$ cat src/rtl/p1_action_controller.sv
// Player-1 action controller: position, facing, walk/attack FSM with frame-counted
// attack phases, hitbox flag and confirm pulse. Optional macro: P1_ATTACK_BUFFER_EN.
module p1_action_controller #(
  parameter int X_W             = 10,
  parameter int X_MIN           = 0,
  parameter int X_MAX           = 600,
  parameter int X_START         = 100,
  parameter int WALK_SPEED      = 3,
  parameter int STARTUP_FRAMES  = 4,
  parameter int ACTIVE_FRAMES   = 3,
  parameter int RECOVERY_FRAMES = 6
) (
  input  logic           clk_60Hz_game,
  input  logic           reset,
  input  logic           p1_move_left_cmd_in,
  input  logic           p1_move_right_cmd_in,
  input  logic           p1_attack_cmd_in,
  input  logic           p1_confirm_cmd_in,
  input  logic           game_active_in,
  output logic [X_W-1:0] p1_x_pos_out,
  output logic           p1_facing_right_out,
  output logic [2:0]     p1_state_out,
  output logic           p1_hitbox_active_out,
  output logic           p1_confirm_pulse_out
);

  typedef enum logic [2:0] {
    S_IDLE         = 3'd0,
    S_WALK         = 3'd1,
    S_ATK_STARTUP  = 3'd2,
    S_ATK_ACTIVE   = 3'd3,
    S_ATK_RECOVERY = 3'd4
  } state_t;

  // The counter only ever holds a phase length minus one.
  localparam int MAX_SA  = (STARTUP_FRAMES > ACTIVE_FRAMES) ? STARTUP_FRAMES : ACTIVE_FRAMES;
  localparam int CNT_MAX = (MAX_SA > RECOVERY_FRAMES) ? MAX_SA : RECOVERY_FRAMES;
  localparam int CNT_W   = (CNT_MAX > 1) ? $clog2(CNT_MAX) : 1;

  localparam logic [CNT_W-1:0] ST_LOAD  = CNT_W'(STARTUP_FRAMES - 1);
  localparam logic [CNT_W-1:0] ACT_LOAD = CNT_W'(ACTIVE_FRAMES - 1);
  localparam logic [CNT_W-1:0] REC_LOAD = CNT_W'(RECOVERY_FRAMES - 1);
  localparam logic [CNT_W-1:0] CNT_ONE  = CNT_W'(1);

  localparam logic [X_W:0]   WALK_E  = (X_W+1)'(WALK_SPEED);
  localparam logic [X_W:0]   XMIN_E  = (X_W+1)'(X_MIN);
  localparam logic [X_W:0]   XMAX_E  = (X_W+1)'(X_MAX);
  localparam logic [X_W-1:0] XMIN_V  = X_W'(X_MIN);
  localparam logic [X_W-1:0] XMAX_V  = X_W'(X_MAX);
  localparam logic [X_W-1:0] XSTRT_V = X_W'(X_START);

  state_t           r_state, w_state_next;
  logic [CNT_W-1:0] r_cnt, w_cnt_next;
  logic [X_W-1:0]   r_x, w_x_next;
  logic             r_facing, w_facing_next;
  logic             r_atk_prev, r_confirm_prev;
  logic             r_hitbox, r_confirm_pulse;
  logic             w_atk_edge;
  logic [X_W:0]     w_x_left, w_x_right;
`ifdef P1_ATTACK_BUFFER_EN
  logic             r_buf, w_buf_next;
`endif

  assign w_atk_edge = p1_attack_cmd_in & ~r_atk_prev;

  // One extra bit lets an underflow show up as bit X_W instead of wrapping.
  assign w_x_left  = {1'b0, r_x} - WALK_E;
  assign w_x_right = {1'b0, r_x} + WALK_E;

  always_comb begin
    // NOTE: every combinational output gets a default first so no latch is inferred.
    w_state_next  = r_state;
    w_cnt_next    = r_cnt;
    w_x_next      = r_x;
    w_facing_next = r_facing;
`ifdef P1_ATTACK_BUFFER_EN
    w_buf_next    = r_buf;
`endif
    case (r_state)
      S_IDLE, S_WALK: begin
        if (w_atk_edge) begin
          w_state_next = S_ATK_STARTUP;
          w_cnt_next   = ST_LOAD;
        end else if (p1_move_left_cmd_in && !p1_move_right_cmd_in) begin
          w_x_next      = (w_x_left[X_W] || (w_x_left < XMIN_E)) ? XMIN_V : w_x_left[X_W-1:0];
          w_facing_next = 1'b0;
          w_state_next  = S_WALK;
        end else if (p1_move_right_cmd_in && !p1_move_left_cmd_in) begin
          w_x_next      = (w_x_right > XMAX_E) ? XMAX_V : w_x_right[X_W-1:0];
          w_facing_next = 1'b1;
          w_state_next  = S_WALK;
        end else begin
          w_state_next = S_IDLE;
        end
      end
      S_ATK_STARTUP: begin
        if (r_cnt == '0) begin
          w_state_next = S_ATK_ACTIVE;
          w_cnt_next   = ACT_LOAD;
        end else begin
          w_cnt_next = r_cnt - CNT_ONE;
        end
      end
      S_ATK_ACTIVE: begin
`ifdef P1_ATTACK_BUFFER_EN
        if (w_atk_edge) w_buf_next = 1'b1;
`endif
        if (r_cnt == '0) begin
          w_state_next = S_ATK_RECOVERY;
          w_cnt_next   = REC_LOAD;
        end else begin
          w_cnt_next = r_cnt - CNT_ONE;
        end
      end
      S_ATK_RECOVERY: begin
`ifdef P1_ATTACK_BUFFER_EN
        if (w_atk_edge) w_buf_next = 1'b1;
`endif
        if (r_cnt == '0) begin
`ifdef P1_ATTACK_BUFFER_EN
          if (w_buf_next) begin
            w_state_next = S_ATK_STARTUP;
            w_cnt_next   = ST_LOAD;
            w_buf_next   = 1'b0;
          end else
`endif
          begin
            w_state_next = S_IDLE;
            w_cnt_next   = '0;
          end
        end else begin
          w_cnt_next = r_cnt - CNT_ONE;
        end
      end
      default: begin
        w_state_next = S_IDLE;
        w_cnt_next   = '0;
      end
    endcase

    // Menu/pause aborts any attack; position and facing freeze.
    if (!game_active_in) begin
      w_state_next  = S_IDLE;
      w_cnt_next    = '0;
      w_x_next      = r_x;
      w_facing_next = r_facing;
`ifdef P1_ATTACK_BUFFER_EN
      w_buf_next    = 1'b0;
`endif
    end
  end

  // NOTE: sequential state uses non-blocking assignments so all registers update together.
  always_ff @(posedge clk_60Hz_game or posedge reset) begin
    if (reset) begin
      r_state         <= S_IDLE;
      r_cnt           <= '0;
      r_x             <= XSTRT_V;
      r_facing        <= 1'b1;
      r_atk_prev      <= 1'b0;
      r_confirm_prev  <= 1'b0;
      r_hitbox        <= 1'b0;
      r_confirm_pulse <= 1'b0;
`ifdef P1_ATTACK_BUFFER_EN
      r_buf           <= 1'b0;
`endif
    end else begin
      r_state         <= w_state_next;
      r_cnt           <= w_cnt_next;
      r_x             <= w_x_next;
      r_facing        <= w_facing_next;
      r_atk_prev      <= p1_attack_cmd_in;
      r_confirm_prev  <= p1_confirm_cmd_in;
      r_hitbox        <= (w_state_next == S_ATK_ACTIVE);
      r_confirm_pulse <= p1_confirm_cmd_in & ~r_confirm_prev;
`ifdef P1_ATTACK_BUFFER_EN
      r_buf           <= w_buf_next;
`endif
    end
  end

  assign p1_x_pos_out         = r_x;
  assign p1_facing_right_out  = r_facing;
  assign p1_state_out         = r_state;
  assign p1_hitbox_active_out = r_hitbox;
  assign p1_confirm_pulse_out = r_confirm_pulse;

endmodule

$ cat config.mk
export PLATFORM = sky130hd
export DESIGN_NAME = p1_action_controller
export DESIGN_NICKNAME = d
export VERILOG_FILES = /design/src/rtl/p1_action_controller.sv
export SDC_FILE = /design/constraint.sdc
export NUM_CORES = 1
export LEC_CHECK = 0
export CORE_MARGIN = 2
export CORE_UTILIZATION = 55
export CTS_CLUSTER_DIAMETER = 40
export DETAILED_ROUTE_END_ITERATION = 16
export PLACE_DENSITY = 0.84
export SLEW_MARGIN = 20
export SYNTH_ARGS = -nofsm -noshare
export SYNTH_HDL_FRONTEND = slang
export SYNTH_SLANG_ARGS = --single-unit
$ cat constraint.sdc
create_clock -name clk_60Hz_game -period 3.2 [get_ports clk_60Hz_game]
set_clock_uncertainty 0.2 [all_clocks]
set_input_delay 0.48 -clock clk_60Hz_game [delete_from_list [all_inputs] [get_ports clk_60Hz_game]]
set_output_delay 0.48 -clock clk_60Hz_game [all_outputs]
set_load 0.02 [all_outputs]
==> results.cfg, run 1 <==
[global_route]
track_usage = 0.2473
first_global_vias = 1534
grt_overflow_total = 0
grt_max_degree = 24
grt_first_pass_wirelength_um = 6831
antenna_found_initial = 0

[worst_setup_path]
worstSetupPathType = reg2reg
cp_max_fo = 23
reg2reg_slack_ps = 410
reg2reg_depth = 6
crit_path_start = p1_x_pos_out[2]$_DFFE_PP1P_
crit_arrival_ps = 2800
crit_required_ps = 3210
cp-start-kind = register
worstReg2RegEnd = p1_x_pos_out[8]$_DFFE_PP0P_
crit_end = p1_x_pos_out[8]$_DFFE_PP0P_
cp-end-kind = register
rr_startpoint = p1_x_pos_out[2]$_DFFE_PP1P_

[die]
initial_core_util = 0.5717
die_w_um = 59.87
rows = 20
io_pins = 23
die_h_um = 59.87
dieArea_mm2 = 0.003584
core_area_mm2 = 0.003003

[sta]
tightestPinTransition_ps = 813.5
fin_crit_ps = 2788
fmax_mhz = 358.6
setup_tns_ps = 0
holdWs_ps = 203.6
setup_viol = 0
rsz0062_at_grt = false
hold_viol_final = 0
maxSlewViolCount = 0
period_share = 0.8714
slew_headroom = 0.4571

[placed_design]
hpwlAfterDp_um = 2980
portBuffers = 22
globalplace.congestion = 0.8963

[detailed_routing]
drc = 0
initialDrtViolationCount = 131
wl_um = 4114
dr.pass1.iters = 4
post_drt_via_cell_ratio = 6.540
num_vias = 1635
routedWlPerCell_um = 16.46
ant_nets = 0

[synthesis]
syn-num-nets = 214
syn-cell-area_mm2 = 0.001717
ys_types = 68
postSynthAreaPerCell_um2 = 8.456
netlist_top_cells_area = dfrtp_1 (25%), dfstp_2 (6.1%), nor2_1 (3.9%), nand2_1 (3.7%), a21oi_1 (2.9%)
synth_seq_cells = 21
synthFlopType = dfrtp_1
synthTopCellsByCount = nor2_1 (18), dfrtp_1 (17), nand2_1 (17)
yosysMostFrequentCell = nor2_1
synth-edff-count = 0
yosysSeqAreaShare = 0.3090
synth_top_area_cell = dfrtp_1
async_flop_share = 1.000
ys_warn_count = 0
synth_cells = 203
yosysTopAreaCellShare = 0.2478

[flow_run]
drv_cap = 0

[hold_path]
min_path_cells = 1
holdCritPathClass = reg2reg

[clocking]
cts.clk_slew.worst_paths_ps = 120
cts_resized = 0
post-cts-setup-buffer-count = 0
hold_buffers = 0
cts_made_buffers = 3
htree_levels = 1
clk_latency_ps = 310
clk_path_buf_depth = 2
cts_tree = built
root_buffer = clkbuf_4
cts.sink_count = 21

[final_layout]
syn_to_final_growth_pct = 13.56
insertedDiodeCount = 0
drive_gt1_frac = 0.1014
nNetsFinal = 229

[power]
powerDensity_mw_per_mm2 = 915.4
p_total_mw = 1.784
power_leakage_nw = 0.7284
ir_drop_mv = 0.4001

[status]
outcome = finished, final reports clean
[cells in the final DEF (no fill, tap or decap), drive strengths merged, types with 8 or more instances in the layout]
master and instances:
clkdlybuf4s50 22, nor2 19, nor3 8, o21ai 14, nand2 17, dfrtp 17
a21oi 11
[stage by stage]
step / util / instances / setup slack, ps / area (um2)
2_1_floorplan: - / 203 / 405.3 / 1717
3_3_place_gp: 0.6404 / 246 / 499.5 / 1923
3_5_place_dp: 0.6404 / 246 / 447.0 / 1923
4_1_cts: 0.6492 / 250 / 424.0 / 1949
5_1_grt: 0.6492 / 250 / 234.1 / 1949
6_report: 0.6492 / 250 / 411.5 / 1949
[final cells by class]
type / count / area [um2]
Sequential cell: 21 / 530.5
Inverter: 5 / 18.77
Clock buffer: 4 / 26.28
Fill cell: 255 / 1054
Timing Repair Buffer: 27 / 257.7
Multi-Input combinational cell: 160 / 1075
Tap cell: 33 / 41.29
[flip-flops by register name, summed over array words and instances, names as in the netlist]
name	count
p1_confirm_pulse_out	1
r_atk_prev	1
p1_hitbox_active_out	1
r_cnt	3
p1_facing_right_out	1
p1_x_pos_out	10
r_confirm_prev	1
p1_state_out	3
[worst max-delay path, cell delays in order, from the launching register on]
cell	delay, ps
dfstp_2	790
nand4_2	280
or3b_4	480
mux2_1	330
o22ai_2	210
a21oi_2	120
o31ai_1	280
[metal layers]
| metal | up-vias | wire (um) | part of all wire | track usage |
|---|---|---|---|---|
| met5 | - | 0 | 0 | 0 |
| met4 | 0 | 120 | 0.029 | 0.1206 |
| met3 | 13 | 101 | 0.025 | 0.02165 |
| met2 | 37 | 2098 | 0.51 | 0.4270 |
| met1 | 793 | 1794 | 0.44 | 0.3068 |
| li1 | 792 | - | - | - |
[where the power goes]
part	switching (mW)	internal, mW
sequential	0.195	0.355
clock	0.0797	0.0487
combinational	0.600	0.506
[worst min-delay path by stage]
stage                        startpoint                             end  slack [ps]
6_report       r_confirm_prev$_DFF_PP0_  p1_confirm_pulse_out$_DFF_PP0_         200
5_1_grt        r_confirm_prev$_DFF_PP0_  p1_confirm_pulse_out$_DFF_PP0_         230
4_1_cts        r_confirm_prev$_DFF_PP0_  p1_confirm_pulse_out$_DFF_PP0_         210
3_5_place_dp   r_confirm_prev$_DFF_PP0_  p1_confirm_pulse_out$_DFF_PP0_         190
3_3_place_gp   r_confirm_prev$_DFF_PP0_  p1_confirm_pulse_out$_DFF_PP0_         180
2_1_floorplan  r_confirm_prev$_DFF_PP0_  p1_confirm_pulse_out$_DFF_PP0_         180
[cell families (layout without fill, tap and decap cells)]
family / count (synthesis) / count (layout) / share of synthesized area
AND/OR/NAND/NOR: 85 / 85 / 0.2799
flip-flops: 21 / 21 / 0.3090
multiplexers: 3 / 3 / 0.01822
adder cells (fa/ha/maj): 4 / 4 / 0.02916
XOR/XNOR: 2 / 2 / 0.01021
AO/OA/AOI/OAI: 66 / 66 / 0.2850
buffers and inverters: 22 / 36 / 0.06851
Note: power is estimated with default switching activity, not from simulation.
==> run 2: changes to the inputs <==
--- a/config.mk
+++ b/config.mk
@@ -5,10 +5,12 @@
 export SDC_FILE = /design/constraint.sdc
 export NUM_CORES = 1
 export LEC_CHECK = 0
+export CAP_MARGIN = 0
 export CORE_MARGIN = 2
 export CORE_UTILIZATION = 55
 export CTS_CLUSTER_DIAMETER = 40
 export DETAILED_ROUTE_END_ITERATION = 16
+export HOLD_SLACK_MARGIN = 0.05
 export PLACE_DENSITY = 0.84
 export SLEW_MARGIN = 20
 export SYNTH_ARGS = -nofsm -noshare
==> results of run 2 <==
Same layout as run 1: the final DEF is identical, and so are final timing and power.
==> run 3: changes to the inputs <==
--- a/config.mk
+++ b/config.mk
@@ -12,6 +12,7 @@
 export DETAILED_ROUTE_END_ITERATION = 16
 export HOLD_SLACK_MARGIN = 0.05
 export PLACE_DENSITY = 0.84
+export SKIP_LAST_GASP = 1
 export SLEW_MARGIN = 20
 export SYNTH_ARGS = -nofsm -noshare
 export SYNTH_HDL_FRONTEND = slang
==> results of run 3 <==
Same layout as run 1: the final DEF is identical, and so are final timing and power.
